`src/rtl/pmcc_seq_pkg.sv`:
```
// Shared types for the PMCC program sequencer: error codes and the loop-stack entry layout.
package pmcc_seq_pkg;

  localparam int PMCC_PC_W  = 10;
  localparam int PMCC_CNT_W = 16;

  typedef enum logic [1:0] {
    PMCC_ERR_NONE = 2'd0,
    PMCC_ERR_LOOP = 2'd1,
    PMCC_ERR_CALL = 2'd2
  } pmcc_err_e;

  typedef struct packed {
    logic [PMCC_PC_W-1:0]  start;
    logic [PMCC_CNT_W-1:0] remaining;
  } pmcc_loop_entry_t;

endpackage

```
`src/rtl/pmcc_seq_stack.sv`:
```
// Generic synchronous LIFO with push, pop and in-place rewrite of the top entry.
module pmcc_seq_stack #(
  parameter int WIDTH = 10,
  parameter int DEPTH = 4,
  localparam int AW   = (DEPTH > 1) ? $clog2(DEPTH) : 1,
  localparam int CW   = $clog2(DEPTH + 1)
) (
  input  logic             clk,
  input  logic             clr_i,
  input  logic             push_i,
  input  logic             pop_i,
  input  logic             wr_top_i,
  input  logic [WIDTH-1:0] push_data_i,
  input  logic [WIDTH-1:0] top_data_i,
  output logic [WIDTH-1:0] top_o,
  output logic             full_o,
  output logic             empty_o,
  output logic [CW-1:0]    count_o
);

  logic [WIDTH-1:0] mem_q [DEPTH];
  logic [CW-1:0]    cnt_q;
  logic [CW-1:0]    top_cnt;
  logic [AW-1:0]    top_idx;
  logic [AW-1:0]    wr_idx;

  assign top_cnt = cnt_q - CW'(1);
  assign top_idx = AW'(top_cnt);
  assign wr_idx  = AW'(cnt_q);
  assign full_o  = (cnt_q == CW'(DEPTH));
  assign empty_o = (cnt_q == '0);
  assign count_o = cnt_q;
  assign top_o   = mem_q[top_idx];

  // Push wins over pop/rewrite; the caller never asks for more than one at a time.
  always_ff @(posedge clk) begin
    if (clr_i) begin
      cnt_q <= '0;
      for (int i = 0; i < DEPTH; i++) mem_q[i] <= '0;
    end else if (push_i && !full_o) begin
      mem_q[wr_idx] <= push_data_i;
      cnt_q         <= cnt_q + CW'(1);
    end else if (pop_i && !empty_o) begin
      cnt_q <= cnt_q - CW'(1);
    end else if (wr_top_i && !empty_o) begin
      mem_q[top_idx] <= top_data_i;
    end
  end

endmodule

```
`src/rtl/pmcc_sequencer.sv`:
```
// PMCC program sequencer: fetch-address generation with jump, call/return,
// nested hardware loops, trigger waits and sticky stack-fault halting.
module pmcc_sequencer
  import pmcc_seq_pkg::*;
#(
  parameter int PC_W       = 10,
  parameter int CNT_W      = 16,
  parameter int LOOP_DEPTH = 4,
  parameter int CALL_DEPTH = 4,
  parameter int TRIG_NUM   = 4,
  localparam int SEL_W     = $clog2(TRIG_NUM),
  localparam int LVL_W     = $clog2(LOOP_DEPTH + 1),
  localparam int CLV_W     = $clog2(CALL_DEPTH + 1)
) (
  input  logic                clk,
  input  logic                rst,
  input  logic                soft_rst,
  input  logic [TRIG_NUM-1:0] trigger,
  input  logic [1:0]          instr_size,
  input  logic                is_jump,
  input  logic                is_call,
  input  logic                is_ret,
  input  logic                is_loop,
  input  logic                is_endloop,
  input  logic                is_wait,
  input  logic [SEL_W-1:0]    wait_sel,
  input  logic [PC_W-1:0]     target,
  input  logic [CNT_W-1:0]    loop_cnt,
  output logic [PC_W-1:0]     pc_if,
  output logic [PC_W-1:0]     pc_id,
  output logic                waiting,
  output logic                halted,
  output logic [1:0]          err_code,
  output logic [LVL_W-1:0]    loop_level
);

  typedef struct packed {
    logic [PC_W-1:0]  start;
    logic [CNT_W-1:0] remaining;
  } loop_ent_t;

  logic             rst_any;
  logic [PC_W-1:0]  pc_id_q;
  logic             halted_q;
  pmcc_err_e        err_q;
  pmcc_err_e        err_d;
  logic [PC_W-1:0]  seq;
  logic [PC_W-1:0]  pc_d;
  logic             stall;
  logic             loop_err;
  logic             call_err;

  logic             call_push, call_pop;
  logic             call_full, call_empty;
  logic [PC_W-1:0]  call_top;
  logic [CLV_W-1:0] call_cnt;

  logic             loop_push, loop_pop, loop_wr;
  logic             loop_full, loop_empty;
  loop_ent_t        loop_top, loop_new, loop_upd;
  logic [LVL_W-1:0] loop_cnt_q;

  assign rst_any = rst | soft_rst;
  assign seq     = pc_id_q + PC_W'(instr_size) + PC_W'(1);

  always_comb begin
    pc_d      = seq;
    stall     = 1'b0;
    loop_err  = 1'b0;
    call_err  = 1'b0;
    call_push = 1'b0;
    call_pop  = 1'b0;
    loop_push = 1'b0;
    loop_pop  = 1'b0;
    loop_wr   = 1'b0;
    loop_new  = '{start: seq, remaining: (loop_cnt == '0) ? CNT_W'(1) : loop_cnt};
    loop_upd  = '{start: loop_top.start, remaining: loop_top.remaining - CNT_W'(1)};
    if (rst_any) begin
      pc_d = '0;
    end else if (halted_q) begin
      pc_d = pc_id_q;
    end else if (is_wait && !trigger[wait_sel]) begin
      pc_d  = pc_id_q;
      stall = 1'b1;
    end else if (is_jump) begin
      pc_d = target;
    end else if (is_call) begin
      if (call_full) call_err = 1'b1;
      else begin
        call_push = 1'b1;
        pc_d      = target;
      end
    end else if (is_ret) begin
      if (call_empty) call_err = 1'b1;
      else begin
        call_pop = 1'b1;
        pc_d     = call_top;
      end
    end else if (is_loop) begin
      if (loop_full) loop_err = 1'b1;
      else loop_push = 1'b1;
    end else if (is_endloop) begin
      if (loop_empty) loop_err = 1'b1;
      else if (loop_top.remaining > CNT_W'(1)) begin
        loop_wr = 1'b1;
        pc_d    = loop_top.start;
      end else begin
        loop_pop = 1'b1;
      end
    end
    // A faulting instruction holds the fetch address; stacks are already untouched.
    if (loop_err || call_err) pc_d = pc_id_q;
  end

  always_comb begin
    err_d = err_q;
    if (err_q == PMCC_ERR_NONE) begin
      if (loop_err)      err_d = PMCC_ERR_LOOP;
      else if (call_err) err_d = PMCC_ERR_CALL;
    end
  end

  always_ff @(posedge clk) begin
    if (rst_any) begin
      pc_id_q  <= '0;
      halted_q <= 1'b0;
      err_q    <= PMCC_ERR_NONE;
    end else begin
      pc_id_q  <= pc_d;
      halted_q <= halted_q | loop_err | call_err;
      err_q    <= err_d;
    end
  end

  pmcc_seq_stack #(.WIDTH(PC_W), .DEPTH(CALL_DEPTH)) u_call_stack (
    .clk         (clk),
    .clr_i       (rst_any),
    .push_i      (call_push),
    .pop_i       (call_pop),
    .wr_top_i    (1'b0),
    .push_data_i (seq),
    .top_data_i  ('0),
    .top_o       (call_top),
    .full_o      (call_full),
    .empty_o     (call_empty),
    .count_o     (call_cnt)
  );

  pmcc_seq_stack #(.WIDTH(PC_W + CNT_W), .DEPTH(LOOP_DEPTH)) u_loop_stack (
    .clk         (clk),
    .clr_i       (rst_any),
    .push_i      (loop_push),
    .pop_i       (loop_pop),
    .wr_top_i    (loop_wr),
    .push_data_i (loop_new),
    .top_data_i  (loop_upd),
    .top_o       (loop_top),
    .full_o      (loop_full),
    .empty_o     (loop_empty),
    .count_o     (loop_cnt_q)
  );

  assign pc_if      = pc_d;
  assign pc_id      = pc_id_q;
  assign waiting    = stall;
  assign halted     = halted_q;
  assign err_code   = err_d;
  assign loop_level = loop_cnt_q;

endmodule
```
`config.mk`:
```
export PLATFORM = sky130hd
export DESIGN_NAME = pmcc_sequencer
export DESIGN_NICKNAME = d
export VERILOG_FILES = /design/src/rtl/pmcc_seq_pkg.sv /design/src/rtl/pmcc_seq_stack.sv /design/src/rtl/pmcc_sequencer.sv
export SDC_FILE = /design/constraint.sdc
export NUM_CORES = 1
export LEC_CHECK = 0
export ABC_AREA = 1
export CAP_MARGIN = 5
export CORE_ASPECT_RATIO = 0.7
export CORE_UTILIZATION = 59
export DETAILED_ROUTE_END_ITERATION = 12
export PLACE_DENSITY_LB_ADDON = 0.15
export SYNTH_ARGS = -nofsm -noshare
export SYNTH_HDL_FRONTEND = slang
export SYNTH_HIERARCHICAL = 1
export SYNTH_SLANG_ARGS = --single-unit
```
`constraint.sdc`:
```
create_clock -name clk -period 7 [get_ports clk]
set_input_delay 2.1 -clock clk [delete_from_list [all_inputs] [get_ports clk]]
set_output_delay 2.1 -clock clk [all_outputs]
set_load 0.02 [all_outputs]
```
# --- Yosys cells after proc, flatten, opt, wreduce, memory -nomap -nowiden ---
# Memories as Yosys holds them, arrays and structs flattened.
# Cells that the tools add are included.
# Widths: inputs -> output; s select.
totals:
  register_bits: 19
  mem_bits_rw: 144
  memories: 2
memory_table:
  columns: ["memory", "depth", "word_bits", "read_ports", "rd_ports_with_merged_regs", "write_ports", "line_no", "source"]
  rows:
  - ["u_loop_stack.mem_q", 4, 26, 1, 0, 4, "pmcc_seq_stack.sv:21", "logic [WIDTH-1:0] mem_q [DEPTH];"]
  - ["u_call_stack.mem_q", 4, 10, 1, 0, 4, "pmcc_seq_stack.sv:21", null]
op_classes:
  add_sub_neg: 7
  magnitude_cmp: 2
  n_eq_ne: 2
  mux: 107
  n_bitwise: 3
  reduce_logical: 21
ops:
  columns: ["cell", "n"]
  rows:
  - ["$mux 10", 14]
  - ["$mux 1", 79]
  - ["$mux 26", 2]
  - ["$reduce_or 26->1", 2]
  - ["$gt 16x1->1 const B", 1]
  - ["$logic_not 16->1", 1]
  - ["$mux 16", 1]
  - ["$sub 16x1->16 const B", 1]
  - ["$mux 2", 6]
  - ["$mux 3", 4]
  - ["$add 10x1->10 const B", 1]
  - ["$add 10x2->10", 1]
  - ["$reduce_or 10->1", 1]
  - ["$add 3x1->3 const B", 2]
  - ["$eq 3x3->1 const B", 2]
  - ["$logic_and 1x1->1", 6]
  - ["$logic_not 3->1", 2]
  - ["$sub 3x1->3 const B", 2]
  - ["$logic_not 1->1", 5]
  - ["$reduce_bool 2->1", 2]
  - ["$lt 2x3->1 const B", 1]
  - ["$or 1x1->1", 3]
  - ["$bmux 1 s2", 1]
  - ["$logic_not 2->1", 1]
  - ["$logic_or 1x1->1", 1]

# --- Logic depth before layout (Yosys ltp) ---
# An unclocked memory read counts as a cell.
logic_depth:
  word_depth: 21
  depth_mapped: 27
  depth_no_buf: 21

# --- By module ---
# The synthesis kept the hierarchy.
by_module_without_submodules:
  columns: ["module", "instances", "cells_each", "area_each_um2"]
  rows:
  - ["pmcc_seq_stack (u_loop_stack)", 1, 501, 5016.1]
  - ["pmcc_seq_stack (u_call_stack)", 1, 227, 2149.6]
  - ["pmcc_sequencer", 1, 366, 2024.4]

# --- Worst setup path before layout ---
# OpenSTA, ideal clock, no wires.
synth_timing:
  kind: "input-to-output"
  start: "input instr_size[0]"
  end: "output pc_if[8]"
  arrival_time_ns: 3.646
  t_required_ns: 4.900
  path_slack_ns: 1.254
  stages: 14
  path_buffers: 0
  path_cell_list: "inv_1 ha_1 fa_1 nor2_2 nand2_1 clkinv_1 nand3_1 nand2_1 nand2_1 nand3_1 nand3_1 nand2_1 nand2_1 nand2_1"
synth_rtl:
  columns: ["item", "line_no", "source"]
  rows:
  - ["from (decl)", "pmcc_sequencer.sv:19", "input logic [1:0] instr_size,"]
  - ["to (decl)", "pmcc_sequencer.sv:29", "output logic [PC_W-1:0] pc_if,"]

==> flow_metrics.py <==
metrics = {
    "timing": {
        "max-slew-margin-rel_pct": 33.0,
        "setup_viol": 0,
        "fmax_mhz": 147,
        "totalNegativeSetupSlack_ps": 0,
        "finalMaxSlewViolations": 0,
        "tightest_slew_ps": 1000,
        "setup_ws_ps": 190,
        "final.period_utilization_pct": 97.3,
        "layout_min_cycle_time_ps": 6810,
        "clock_skew_ps": 10.1,
        "rsz0062_at_grt": "false",
        "hold_viol": 0,
    },
    "global_route": {
        "grt-ovfl-total": 0,
        "track_usage_pct": 30.5,
        "grt_pass1_vias": 6962,
        "grt_pass1_wl_um": 36500,
        "antenna_found_initial": 0,
        "grt_max_degree": 58,
    },
    "yosys": {
        "synth-edff-count": 144,
        "dominantRegCellSynth": "edfxtp_1",
        "synth.cell_area_sq_um": 9190,
        "ys_ff_latch": 163,
        "syn_inst": 1094,
        "syn_avg_cell_area_sq_um": 8.40,
        "synth-async-reset-ratio_pct": 0,
        "synthDistinctLibCells": 40,
        "synth_seq_area_share_pct": 51.2,
        "ys_warn_count": 6,
    },
    "power": {
        "vdd_ir_drop_max_mv": 0.172,
        "power_density_nw_per_um2": 213,
        "p_leak_uw": 0.00442,
    },
    "die": {
        "num_io_pins": 70,
        "start_util_pct": 61.5,
        "rows": 37,
        "die-area_sq_um": 16100,
        "core_sq_um": 15000,
        "die_x_um": 151,
        "fp.dieH_um": 106,
    },
    "placed_design": {
        "place_area_sq_um": 9980,
        "hpwl_um": 15800,
        "dpl_worst_slack_ps": 161,
        "routabilityCongestion": 0.945,
        "portBuffers": 69,
    },
    "cts": {
        "cts.sinks": 163,
        "cts_buffers": 17,
        "cts.reportedPaths.clkPinSlew_ps": 60,
        "clk_latency_ps": 430,
        "htreeDepth": 4,
        "cts_tree": "done",
        "postCtsSetupBuffers": 0,
        "cts_buffer_depth": 2,
        "ctsRootBufferMaster": "clkbuf_16",
    },
    "layout": {
        "syn2layout_area_growth_pct": 14.9,
        "mostFrequentLayoutCell": "nor2_1",
        "drive_gt1_share_pct": 10.3,
        "num-fill-cells": 1203,
        "final_nets": 1204,
        "final_cell_area_sq_um": 10600,
        "final_cell_mix": "220 x nor2_1, 213 x nand2_1, 144 x edfxtp_1",
        "insertedDiodeCount": 0,
    },
    "flow_run": {
        "cap_violations": 0,
    },
    "critical_path": {
        "endpoint_kind": "output port",
        "crit_type": "in2out",
        "worstSetupStartpointType": "input pin",
        "worst_ep_required_time_ps": 4900,
        "crit_fanout": 4,
        "crit_arrival_ps": 4710,
    },
    "drt": {
        "vias_per_cell": 5.66,
        "drc_errors": 0,
        "ant_nets": 0,
        "drt-initial-drc-count": 891,
        "dr.pass1.iters": 5,
        "vias": 7688,
        "wire_per_inst_um": 17.3,
        "drt_wl_total_um": 23500,
    },
    "status": {
        "outcome": "finished, final reports clean",
    },
    "worst_hold_path": {
        "hold_path.class": "reg2reg",
    },
}
[layer usage]
layer | track usage (%) | routed length (um) | vias up
li1 | - | - | 3703
met3 | 6.70 | 2490 | 27
met1 | 46.3 | 10600 | 3563
met4 | 7.29 | 290 | 0
met5 | 0 | 0 | -
met2 | 44.1 | 10100 | 395
[critical path, cell delays in order]
cell	delay (ps)
clkdlybuf4s50_1	450
inv_1	40
ha_1	240
fa_1	430
xnor2_1	330
nor2_1	70
nor3_1	140
nand2_1	70
nand2_1	60
nand3_1	100
nand2_1	80
clkdlybuf4s50_1	590
[kinds of logic (layout without fill, tap and decap cells)]
logic type                 Yosys count  after routing  synth area share, %
xor gates and xnor gates            20             20                 1.91
buffers and inverters              172            231                 8.52
and+or+nand+nor                    581            581                 27.9
other                                1             11               0.0408
AOI/OAI and AO/OA                  146            146                 8.84
adders and majority gates           11             11                 1.58
DFF                                163            163                 51.2
[sequential cells by signal (all words and copies together) (netlist names)]
signal and flops:
u_loop_stack/mem_q 104, u_call_stack/mem_q 40, pc_id 10, u_call_stack/count_o 3, u_loop_stack/count_o 3, err_q 2, halted 1
[stage by stage]
step                hold slack (ps)  instances  util (%)  power, uW
floorplan                       446       1104         -       1260
global placement                455       1326      66.7       1340
detailed placement              482       1326      66.7       1350
CTS                             490       1358      70.6       2250
global route                    522       1358      70.6       2320
finish                          497       1358      70.6       2250
[final cells by class]
class | count | area [sq um] | area share (%)
flip-flops and latches | 163 | 4710 | 44.6
repair buffers | 89 | 871 | 8.25
clock buffers | 18 | 429 | 4.06
multi-input cells | 769 | 3740 | 35.5
clock inverters | 14 | 149 | 1.41
inverters | 110 | 418 | 3.96
well taps | 195 | 244 | 2.31
[Yosys cell counts, types with 2 or more instances]
library cell | n | area, sq um
xor2_1 | 12 | 105
o21ai_1 | 4 | 20.0
dfxtp_1 | 19 | 380
nand3_1 | 64 | 320
nor2_1 | 222 | 833
buf_1 | 3 | 11.3
ha_1 | 10 | 125
clkbuf_1 | 34 | 128
buf_2 | 7 | 35.0
o22ai_1 | 36 | 225
nand2_2 | 14 | 87.6
nand4_1 | 11 | 68.8
nor2_2 | 11 | 68.8
nor4_1 | 6 | 37.5
buf_6 | 15 | 169
clkinv_1 | 3 | 11.3
nor3_1 | 17 | 85.1
nand3_2 | 3 | 30.0
a21oi_1 | 17 | 85.1
inv_2 | 15 | 56.3
o21ai_0 | 82 | 410
nand2_4 | 12 | 135
xnor2_1 | 8 | 70.1
o21ai_4 | 2 | 32.5
o211ai_1 | 2 | 15.0
nand2_1 | 213 | 800
edfxtp_1 | 144 | 4320
inv_4 | 2 | 12.5
inv_1 | 90 | 338
nor2_4 | 4 | 45.0
buf_4 | 3 | 22.5
[power breakdown]
group	switching (uW)	internal [uW]	leakage, uW
clock network	412	502	0.000280
logic	140	82.6	0.00238
registers	15.3	1090	0.00176
[worst paths after layout]
kind	start	to	slack (ps)	cells after the start
hold / removal	err_q[0]	err_q[0]	500	2
hold reg to reg	err_q[0]	err_q[0]	500	2
setup reg to reg	u_loop_stack/count_o[1]	u_loop_stack/mem_q[1][24]	1840	20
setup / recovery	instr_size[0]	pc_if[2]	190	12
[what timing repair did]
action / CTS / global route
setup endpoints to repair: 0 / 2
resized for setup: 0 / 2
hold buffers: 0 / 0
Note: power is estimated with default switching activity, not from simulation.
